==> src/rtl/alu_seq.sv <==
`default_nettype none
// ============================================================================
// Module   : alu_seq
// Purpose  : Sequential ALU. add/sub/mov resolve in one CALC cycle, while
//            mul (shift-add) and div/mod (restoring) iterate one bit per
//            cycle for N cycles. The result and flags are registered on
//            entry to DONE and held until the next DONE.
// Revision : 1.0 - initial release
// ============================================================================
module alu_seq #(
  parameter int N = 32
) (
  input  logic         clk,
  input  logic         rst,
  input  logic         start,
  input  logic [N-1:0] a,
  input  logic [N-1:0] b,
  input  logic [2:0]   ALUControl,
  output logic         busy,
  output logic         done,
  output logic [N-1:0] resultado,
  output logic [3:0]   flagsResult
);

  localparam int FLAGS_W = 4;
  localparam int CNT_W   = $clog2(N);

  localparam logic [2:0] OP_ADD = 3'b000;
  localparam logic [2:0] OP_SUB = 3'b001;
  localparam logic [2:0] OP_MUL = 3'b010;
  localparam logic [2:0] OP_DIV = 3'b011;
  localparam logic [2:0] OP_MOD = 3'b100;
  localparam logic [2:0] OP_MOV = 3'b101;

  typedef enum logic [1:0] {
    S_IDLE = 2'd0,
    S_CALC = 2'd1,
    S_DONE = 2'd2
  } state_t;

  state_t r_state;
  state_t w_state_nx;

  // Operands captured at the start edge; later input changes are ignored.
  logic [N-1:0]       r_a;
  logic [N-1:0]       r_b;
  logic [2:0]         r_op;
  logic [CNT_W-1:0]   r_cnt;

  // Shift-add multiplier: {r_mhi, r_mlo} becomes the 2N-bit product;
  // r_mlo starts as the multiplier and is consumed LSB first.
  logic [N-1:0]       r_mhi;
  logic [N-1:0]       r_mlo;
  // Restoring divider: r_dq starts as the dividend and fills with quotient bits.
  logic [N-1:0]       r_rem;
  logic [N-1:0]       r_dq;

  logic [N:0]         w_madd;
  logic [N-1:0]       w_mhi_nx;
  logic [N-1:0]       w_mlo_nx;
  logic [N:0]         w_dsh;
  logic [N-1:0]       w_dsub;
  logic               w_dge;
  logic [N-1:0]       w_rem_nx;
  logic [N-1:0]       w_dq_nx;

  logic               w_iter;
  logic               w_last;
  logic [N:0]         w_sum;
  logic [N-1:0]       w_diff;
  logic [N-1:0]       w_res;
  logic               w_c;
  logic               w_v;
  logic [FLAGS_W-1:0] w_flags;

  // One iteration step of the multiplier and divider datapaths.
  always_comb begin
    w_madd   = {1'b0, r_mhi} + (r_mlo[0] ? {1'b0, r_a} : {(N+1){1'b0}});
    w_mhi_nx = w_madd[N:1];
    w_mlo_nx = {w_madd[0], r_mlo[N-1:1]};

    w_dsh    = {r_rem, r_dq[N-1]};
    w_dge    = (w_dsh >= {1'b0, r_b});
    w_dsub   = w_dsh[N-1:0] - r_b;
    w_rem_nx = w_dge ? w_dsub : w_dsh[N-1:0];
    w_dq_nx  = {r_dq[N-2:0], w_dge};
  end

  // Result and flag selection; evaluated on the final CALC cycle.
  always_comb begin
    w_sum  = {1'b0, r_a} + {1'b0, r_b};
    w_diff = r_a - r_b;
    w_res  = '0;
    w_c    = 1'b0;
    w_v    = 1'b0;
    case (r_op)
      OP_ADD: begin
        w_res = w_sum[N-1:0];
        w_c   = w_sum[N];
        w_v   = (r_a[N-1] == r_b[N-1]) && (w_sum[N-1] != r_a[N-1]);
      end
      OP_SUB: begin
        w_res = w_diff;
        w_c   = (r_a >= r_b);
        w_v   = (r_a[N-1] != r_b[N-1]) && (w_diff[N-1] != r_a[N-1]);
      end
      OP_MUL: begin
        w_res = w_mlo_nx;
        w_c   = |w_mhi_nx;
        w_v   = |w_mhi_nx;
      end
      OP_DIV: begin
        // Divide by zero saturates to all-ones and raises V.
        w_res = (r_b == '0) ? {N{1'b1}} : w_dq_nx;
        w_v   = (r_b == '0);
      end
      OP_MOD: begin
        // Modulo by zero returns the dividend and raises V.
        w_res = (r_b == '0) ? r_a : w_rem_nx;
        w_v   = (r_b == '0);
      end
      OP_MOV: begin
        w_res = r_b;
      end
      default: begin
        w_res = '0;
        w_v   = 1'b1;
      end
    endcase
    w_flags = {w_res[N-1], (w_res == '0), w_c, w_v};
  end

  assign w_iter = (r_op == OP_MUL) || (r_op == OP_DIV) || (r_op == OP_MOD);
  assign w_last = !w_iter || (r_cnt == '0);

  // State register.
  always_ff @(posedge clk) begin
    if (rst) r_state <= S_IDLE;
    else     r_state <= w_state_nx;
  end

  // Next-state decode and status outputs.
  always_comb begin
    w_state_nx = r_state;
    busy       = 1'b0;
    done       = 1'b0;
    case (r_state)
      S_IDLE: begin
        if (start) w_state_nx = S_CALC;
      end
      S_CALC: begin
        busy = 1'b1;
        if (w_last) w_state_nx = S_DONE;
      end
      S_DONE: begin
        done       = 1'b1;
        w_state_nx = S_IDLE;
      end
      default: w_state_nx = S_IDLE;
    endcase
  end

  // Operand capture, iteration and result registration.
  always_ff @(posedge clk) begin
    if (rst) begin
      r_a         <= '0;
      r_b         <= '0;
      r_op        <= '0;
      r_cnt       <= '0;
      r_mhi       <= '0;
      r_mlo       <= '0;
      r_rem       <= '0;
      r_dq        <= '0;
      resultado   <= '0;
      flagsResult <= '0;
    end else begin
      if (r_state == S_IDLE && start) begin
        r_a   <= a;
        r_b   <= b;
        r_op  <= ALUControl;
        r_cnt <= CNT_W'(N - 1);
        r_mhi <= '0;
        r_mlo <= b;
        r_rem <= '0;
        r_dq  <= a;
      end else if (r_state == S_CALC) begin
        r_cnt <= r_cnt - 1'b1;
        r_mhi <= w_mhi_nx;
        r_mlo <= w_mlo_nx;
        r_rem <= w_rem_nx;
        r_dq  <= w_dq_nx;
        if (w_last) begin
          resultado   <= w_res;
          flagsResult <= w_flags;
        end
      end
    end
  end

endmodule
`default_nettype wire

==> config.mk <==
export PLATFORM = sky130hd
export DESIGN_NAME = alu_seq
export DESIGN_NICKNAME = d
export VERILOG_FILES = /design/src/rtl/alu_seq.sv
export SDC_FILE = /design/constraint.sdc
export NUM_CORES = 1
export LEC_CHECK = 0
export ABC_CLOCK_PERIOD_IN_PS = 5000
export BUFFER_PORTS_ARGS = -buffer_cell sky130_fd_sc_hd__buf_2
export CELL_PAD_IN_SITES_DETAIL_PLACEMENT = 1
export CELL_PAD_IN_SITES_GLOBAL_PLACEMENT = 1
export CORE_MARGIN = 5
export CORE_UTILIZATION = 32
export CTS_BUF_LIST = sky130_fd_sc_hd__clkbuf_8
export CTS_CLUSTER_SIZE = 20
export DETAILED_ROUTE_END_ITERATION = 8
export MAX_ROUTING_LAYER = met4
export PLACE_DENSITY = 0.62
export SLEW_MARGIN = 20
export SYNTH_ARGS = -nofsm -noshare
export SYNTH_HDL_FRONTEND = slang
export SYNTH_SLANG_ARGS = --single-unit
==> constraint.sdc <==
create_clock -name clk -period 5 [get_ports clk]
set_clock_uncertainty 0.1 [all_clocks]
set_input_delay 1 -clock clk [delete_from_list [all_inputs] [get_ports clk]]
set_output_delay 1 -clock clk [all_outputs]
set_load 0.005 [all_outputs]
Yosys cells after proc, flatten, opt, wreduce, memory -nomap -nowiden
Index checks and enable logic that the tools add are counted.
{"block": "word_totals", "regBits": 238, "input_bits": 70}
{"block": "classes", "n_addsub": 5, "n_lt_le_gt_ge": 2, "eq_ne": 13, "muxes": 18, "bitwise": 1, "reduce_logical": 18}
{"operator": "$mux 32", "count": 8}
{"operator": "$pmux 32 s6", "count": 1}
{"operator": "$add 32x32->33", "count": 2}
{"operator": "$logic_not 32->1", "count": 2}
{"operator": "$sub 32x32->32", "count": 2}
{"operator": "$ge 33x32->1", "count": 1}
{"operator": "$ge 32x32->1", "count": 1}
{"operator": "$reduce_or 32->1", "count": 1}
{"operator": "$mux 5", "count": 2}
{"operator": "$eq 3x2->1 const B", "count": 2}
{"operator": "$eq 3x3->1 const B", "count": 2}
{"operator": "$logic_not 5->1", "count": 1}
{"operator": "$pmux 1 s5", "count": 1}
{"operator": "$sub 5x1->5 const B", "count": 1}
{"operator": "$mux 2", "count": 2}
{"operator": "$ne 2x2->1 const B", "count": 2}
{"operator": "$pmux 2 s2", "count": 1}
{"operator": "$reduce_or 2->1", "count": 2}
{"operator": "$eq 3x1->1 const B", "count": 1}
{"operator": "$logic_and 1x1->1", "count": 3}
{"operator": "$logic_not 3->1", "count": 1}
{"operator": "$logic_or 1x1->1", "count": 3}
{"operator": "$ne 1x1->1", "count": 3}
{"operator": "$pmux 1 s3", "count": 1}
{"operator": "10 further kinds", "count": 11}

Longest topological paths before layout
{"block": "logic_depth", "word_depth": 7, "mapped_depth": 17, "depth_no_buf": 16}

Worst setup path before layout
No wires, ideal clock.
{"block": "synth_path", "kind": "register -> register", "startpoint": "reg r_mlo[0]", "endpoint": "reg flagsResult[1]", "setup_time_ps": 115, "arrival_time_ps": 3597, "setup_slack_ps": 1188, "stages_incl_launch_ff": 16, "period_less_slack_ps": 3812, "path_cell_list": "dfxtp_1 clkbuf_1 and2_1 ha_1 a21o_1 a2111o_1 o21ai_1 nor3_1 nor3_2 xnor2_1 or4_1 nor4bb_1 nor4b_1 nand4_1 o31a_1 o21a_1"}
{"block": "synth_via", "elab_chain_cells": 4}
{"element": "from (decl)", "line_no": "53", "text": "logic [N-1:0] r_mlo;"}
{"element": "from (signal assigned)", "line_no": "189", "text": "r_mlo <= w_mlo_nx;"}
{"element": "$mux 32", "line_no": "78", "text": "w_madd = {1'b0, r_mhi} + (r_mlo[0] ? {1'b0, r_a} : {(N+1){1'b0}});"}
{"element": "$add 32x32->33", "line_no": "78"}
{"element": "$reduce_or 32->1", "line_no": "109", "text": "w_c = |w_mhi_nx;"}
{"element": "$pmux 1 s3", "line_no": "96", "text": "case (r_op)"}
{"element": "to (signal assigned)", "line_no": "194", "text": "flagsResult <= w_flags;"}
{"element": "to (decl)", "line_no": "22", "text": "output logic [3:0] flagsResult"}
Every way passes these cells.
A chain may end at the register's enable or synchronous reset.

Final worst setup path
{"block": "layout_path", "startpoint": "reg r_b[27]", "endpoint": "reg flagsResult[2]"}
{"block": "layout_via", "elab_chain_cells": 5}
{"element": "from (decl)", "line_no": "46", "text": "logic [N-1:0] r_b;"}
{"element": "from (signal assigned)", "line_no": "167", "text": "r_b <= '0;"}
{"element": "from (signal assigned)", "line_no": "179", "text": "r_b <= b;"}
{"element": "$sub 32x32->32 or $ge 33x32->1 (tied branches)", "line_no": "84, 83"}
{"element": "$mux 32", "line_no": "85", "text": "w_rem_nx = w_dge ? w_dsub : w_dsh[N-1:0];"}
{"element": "$mux 32", "line_no": "119", "text": "w_res = (r_b == '0) ? r_a : w_rem_nx;"}
{"element": "$pmux 32 s6 *", "line_no": "96"}
{"element": "$logic_not 32->1 *", "line_no": "130", "text": "w_flags = {w_res[N-1], (w_res == '0), w_c, w_v};"}
Mark *: on every way between the ends. The rest lies on a longest branch, timed or not.

==> flow_summary.ini <==
[floorplan]
die_w_um = 245
rows = 86
coreArea_sq_mm = 0.0550
io_pins = 108
die_height_um = 245
initial_core_util = 0.322
die_area_sq_mm = 0.0601

[hold_path]
worstHoldPathType = reg2reg
worstHoldStart = r_mhi[14]
holdPathStages = 2

[power_and_ir_drop]
vdd_drop_max_uv = 218
internal_power_mw = 4.01
power_frac_seq = 0.322
power_density_mw_per_mm2 = 333
p_sw_frac = 0.403
clockPowerShare = 0.324
p_comb_frac = 0.353
p_leak_nw = 8.30
p_switching_mw = 2.71

[global_route]
grt_pass1_wl_um = 122000
grt_pass1_vias = 19200
grt_usage = 0.268
grt_overflow_total = 0
grt_max_degree = 73
antenna_found_initial = 2

[worst_setup_path]
critPathBufInv = 2
critPathTopFamily = simple AND/OR/NAND/NOR gates
end_kind = register
worstPathRequired_ps = 5490
ff2ff_path_depth = 14
cp_max_fo = 19
crit_end = flagsResult[2]
cp-start-kind = register
crit_path_start = r_b[27]
cp_common_cell = nor4_1
cp.arrival_ps = 5360
cp_slowest_cell = or4_1
cp_num_cells = 14
rr_endpoint = flagsResult[2]
path_cells = inv_1, ha_1, nand3_1, or4_1, nor4_1, a311oi_2, nand3_2, buf_4, mux2i_1, o221ai_1, a21oi_1, nand4_1, nor4_1, a31o_1
ff2ff_setup_slack_ps = 130
crit_type = reg2reg
reg2reg_from = r_b[27]
crit_path_max_incr_delay_ps = 650

[logic_synthesis]
seq_area_frac_synth = 0.268
synth.area.top_cells = dfxtp_1 (27%), nand2_1 (9.8%), ha_1 (9.2%)
synth_most_common_cell = nand2_1
synth_area_sq_mm = 0.0177
netlist_instances = 2446
ys_ff_latch = 237
synthTopCellsByCount = nand2_1 (462), a21oi_1 (284), dfxtp_1 (237)
yosys_most_used_dff = dfxtp_1
yosys.cell_types.count = 85
synthArstFlopShare = 0
synth_top_area_frac = 0.268
synth_top_area_cell = dfxtp_1
synthesis.nets = 2650
synth_edf_count = 0
yosysWarnings = 0
synth.avg_cell_area_sq_um = 7.24

[cells_and_area]
multi_input_area_sq_mm = 0.0121
regArea_sq_mm = 0.00475
synthToLayoutAreaGrowth_pct = 13.7
drive_gt1_frac = 0.118
final_util = 0.366
nFillCells = 6816
nNetsFinal = 2717

[clocking]
htreeDepth = 2
cts_tree = built
worstSkewPairLatency_ps = 670
path_clk_slew_ps = 50
cts_buffers = 49
cts_buffer_depth = 3
cts_root_buf = clkbuf_8
clock_sinks = 237

[placement]
post-dp-hpwl_um = 62900
gp_congestion = 0.963
pre_cts_ws_ps = 152
io_buffers = 107

[timing]
finalWorstPathRequiredPeriod_ps = 4870
fmax_mhz = 205
timing.final.ws_setup_ps = 129
finalCritPeriodShare = 0.974
hold_violations = 0
slew_viol_final = 0
worstMarginPinSlew_ps = 932
setup_viol = 0
rsz0062_at_grt = false
maxSlewHeadroom = 0.363
setup-tns-final_ps = 0

[route]
vias = 19100
drc = 0
first_pass_iters = 5
ant_nets = 0
drt-initial-drc-count = 1849
wl_per_cell_um = 24.8
routed_via_density = 5.79
drt-total-wl_um = 81800

[flow_run]
max-cap-violations = 0

[status]
outcome = finished, final reports clean
-- per-layer routing --
metal,vias to the layer above,GRT usage,share of wire
met1,9470,0.385,0.49
met3,113,0.0296,0.051
li1,8928,-,-
met2,577,0.400,0.43
met5,-,-,0
met4,0,0.0749,0.029
-- through the flow --
step	total power [mW]	instances	hold slack (ps)	instance area, sq um
final	6.72	3298	359	20100
after global routing	7.03	3298	381	20100
after CTS	6.74	3297	362	20100
after detailed placement	4.52	3210	354	19100
after global placement	4.50	3210	347	19100
after floorplan	3.63	2446	336	17700
-- power by group through the flow --
stage                     sequential, mW  clock [mW]  combinational [mW]
after floorplan                     2.14           0                1.49
after global placement              2.19           0                2.30
after detailed placement            2.20           0                2.32
after CTS                           2.16        2.25                2.33
after global routing                2.18        2.31                2.54
final                               2.16        2.18                2.37
-- worst min-delay path by stage --
stage | endpoint | slack, ps
detailed placement | r_mhi[25] | 350
finish | r_mhi[14] | 360
floorplan | r_mhi[13] | 340
CTS | r_mhi[25] | 360
global placement | r_mhi[13] | 350
global route | r_mhi[7] | 380
-- cells in the final DEF, fill, tap and decap left out, types with 11 or more instances in the layout --
master    count
nor4_1       31
mux2_2       11
dfxtp_1     236
buf_2       106
ha_1        130
xor2_1       29
nor2b_1      19
o21ai_0      90
a22oi_1      19
nand2b_1     18
a31oi_1      82
o21a_1       14
a221oi_1     22
nor3_1       45
and3_1       15
clkbuf_8     53
nand3_1      38
mux2i_1      26
o211ai_1     24
nand4_1      29
inv_1        98
o21bai_1     18
nor2_1      184
a211oi_1     52
o221ai_1     12
xnor2_1      61
a21oi_1     283
buf_4        66
a21o_1       45
nand2_1     460
and2_1       35
-- flip-flops by register name, indices dropped and copies added, names as in the netlist --
name,cells
r_state,2
r_rem,32
r_cnt,5
r_dq,32
r_mhi,32
r_a,32
flagsResult,3
r_b,32
resultado,32
r_op,3
r_mlo,32
-- worst min-delay path, stage by stage, from the launching register on --
cell,delay [ps]
dfxtp_1,310
nand2_1,50
a21oi_1,50
-- cell families (layout without fill, tap and decap cells) --
logic type / Yosys count / count (layout) / synth area share
AND/OR/NAND/NOR: 941 / 941 / 0.240
AO/OA/AOI/OAI: 768 / 768 / 0.278
adder cells (fa/ha/maj): 134 / 134 / 0.0964
multiplexers: 37 / 37 / 0.0217
XOR/XNOR: 90 / 90 / 0.0445
flip-flops: 237 / 237 / 0.268
buffers and inverters: 239 / 342 / 0.0519
other: 0 / 1 / 0
-- timing repair --
action,in CTS,in global routing
resized for setup,0,3
endpoints found under the setup margin,0,2
setup buffers,0,0
hold buffers,0,0
-- cell type report --
cell class              count  share of cell area
clock inverters            34              0.0135
well taps                 748              0.0465
flip-flops and latches    237               0.236
diodes                      1            0.000124
clock buffers              53              0.0362
inverters                  82              0.0154
multi-input cells        1970               0.601
repair buffers            173              0.0515
No activity file was read; power rests on OpenSTA's default activity.
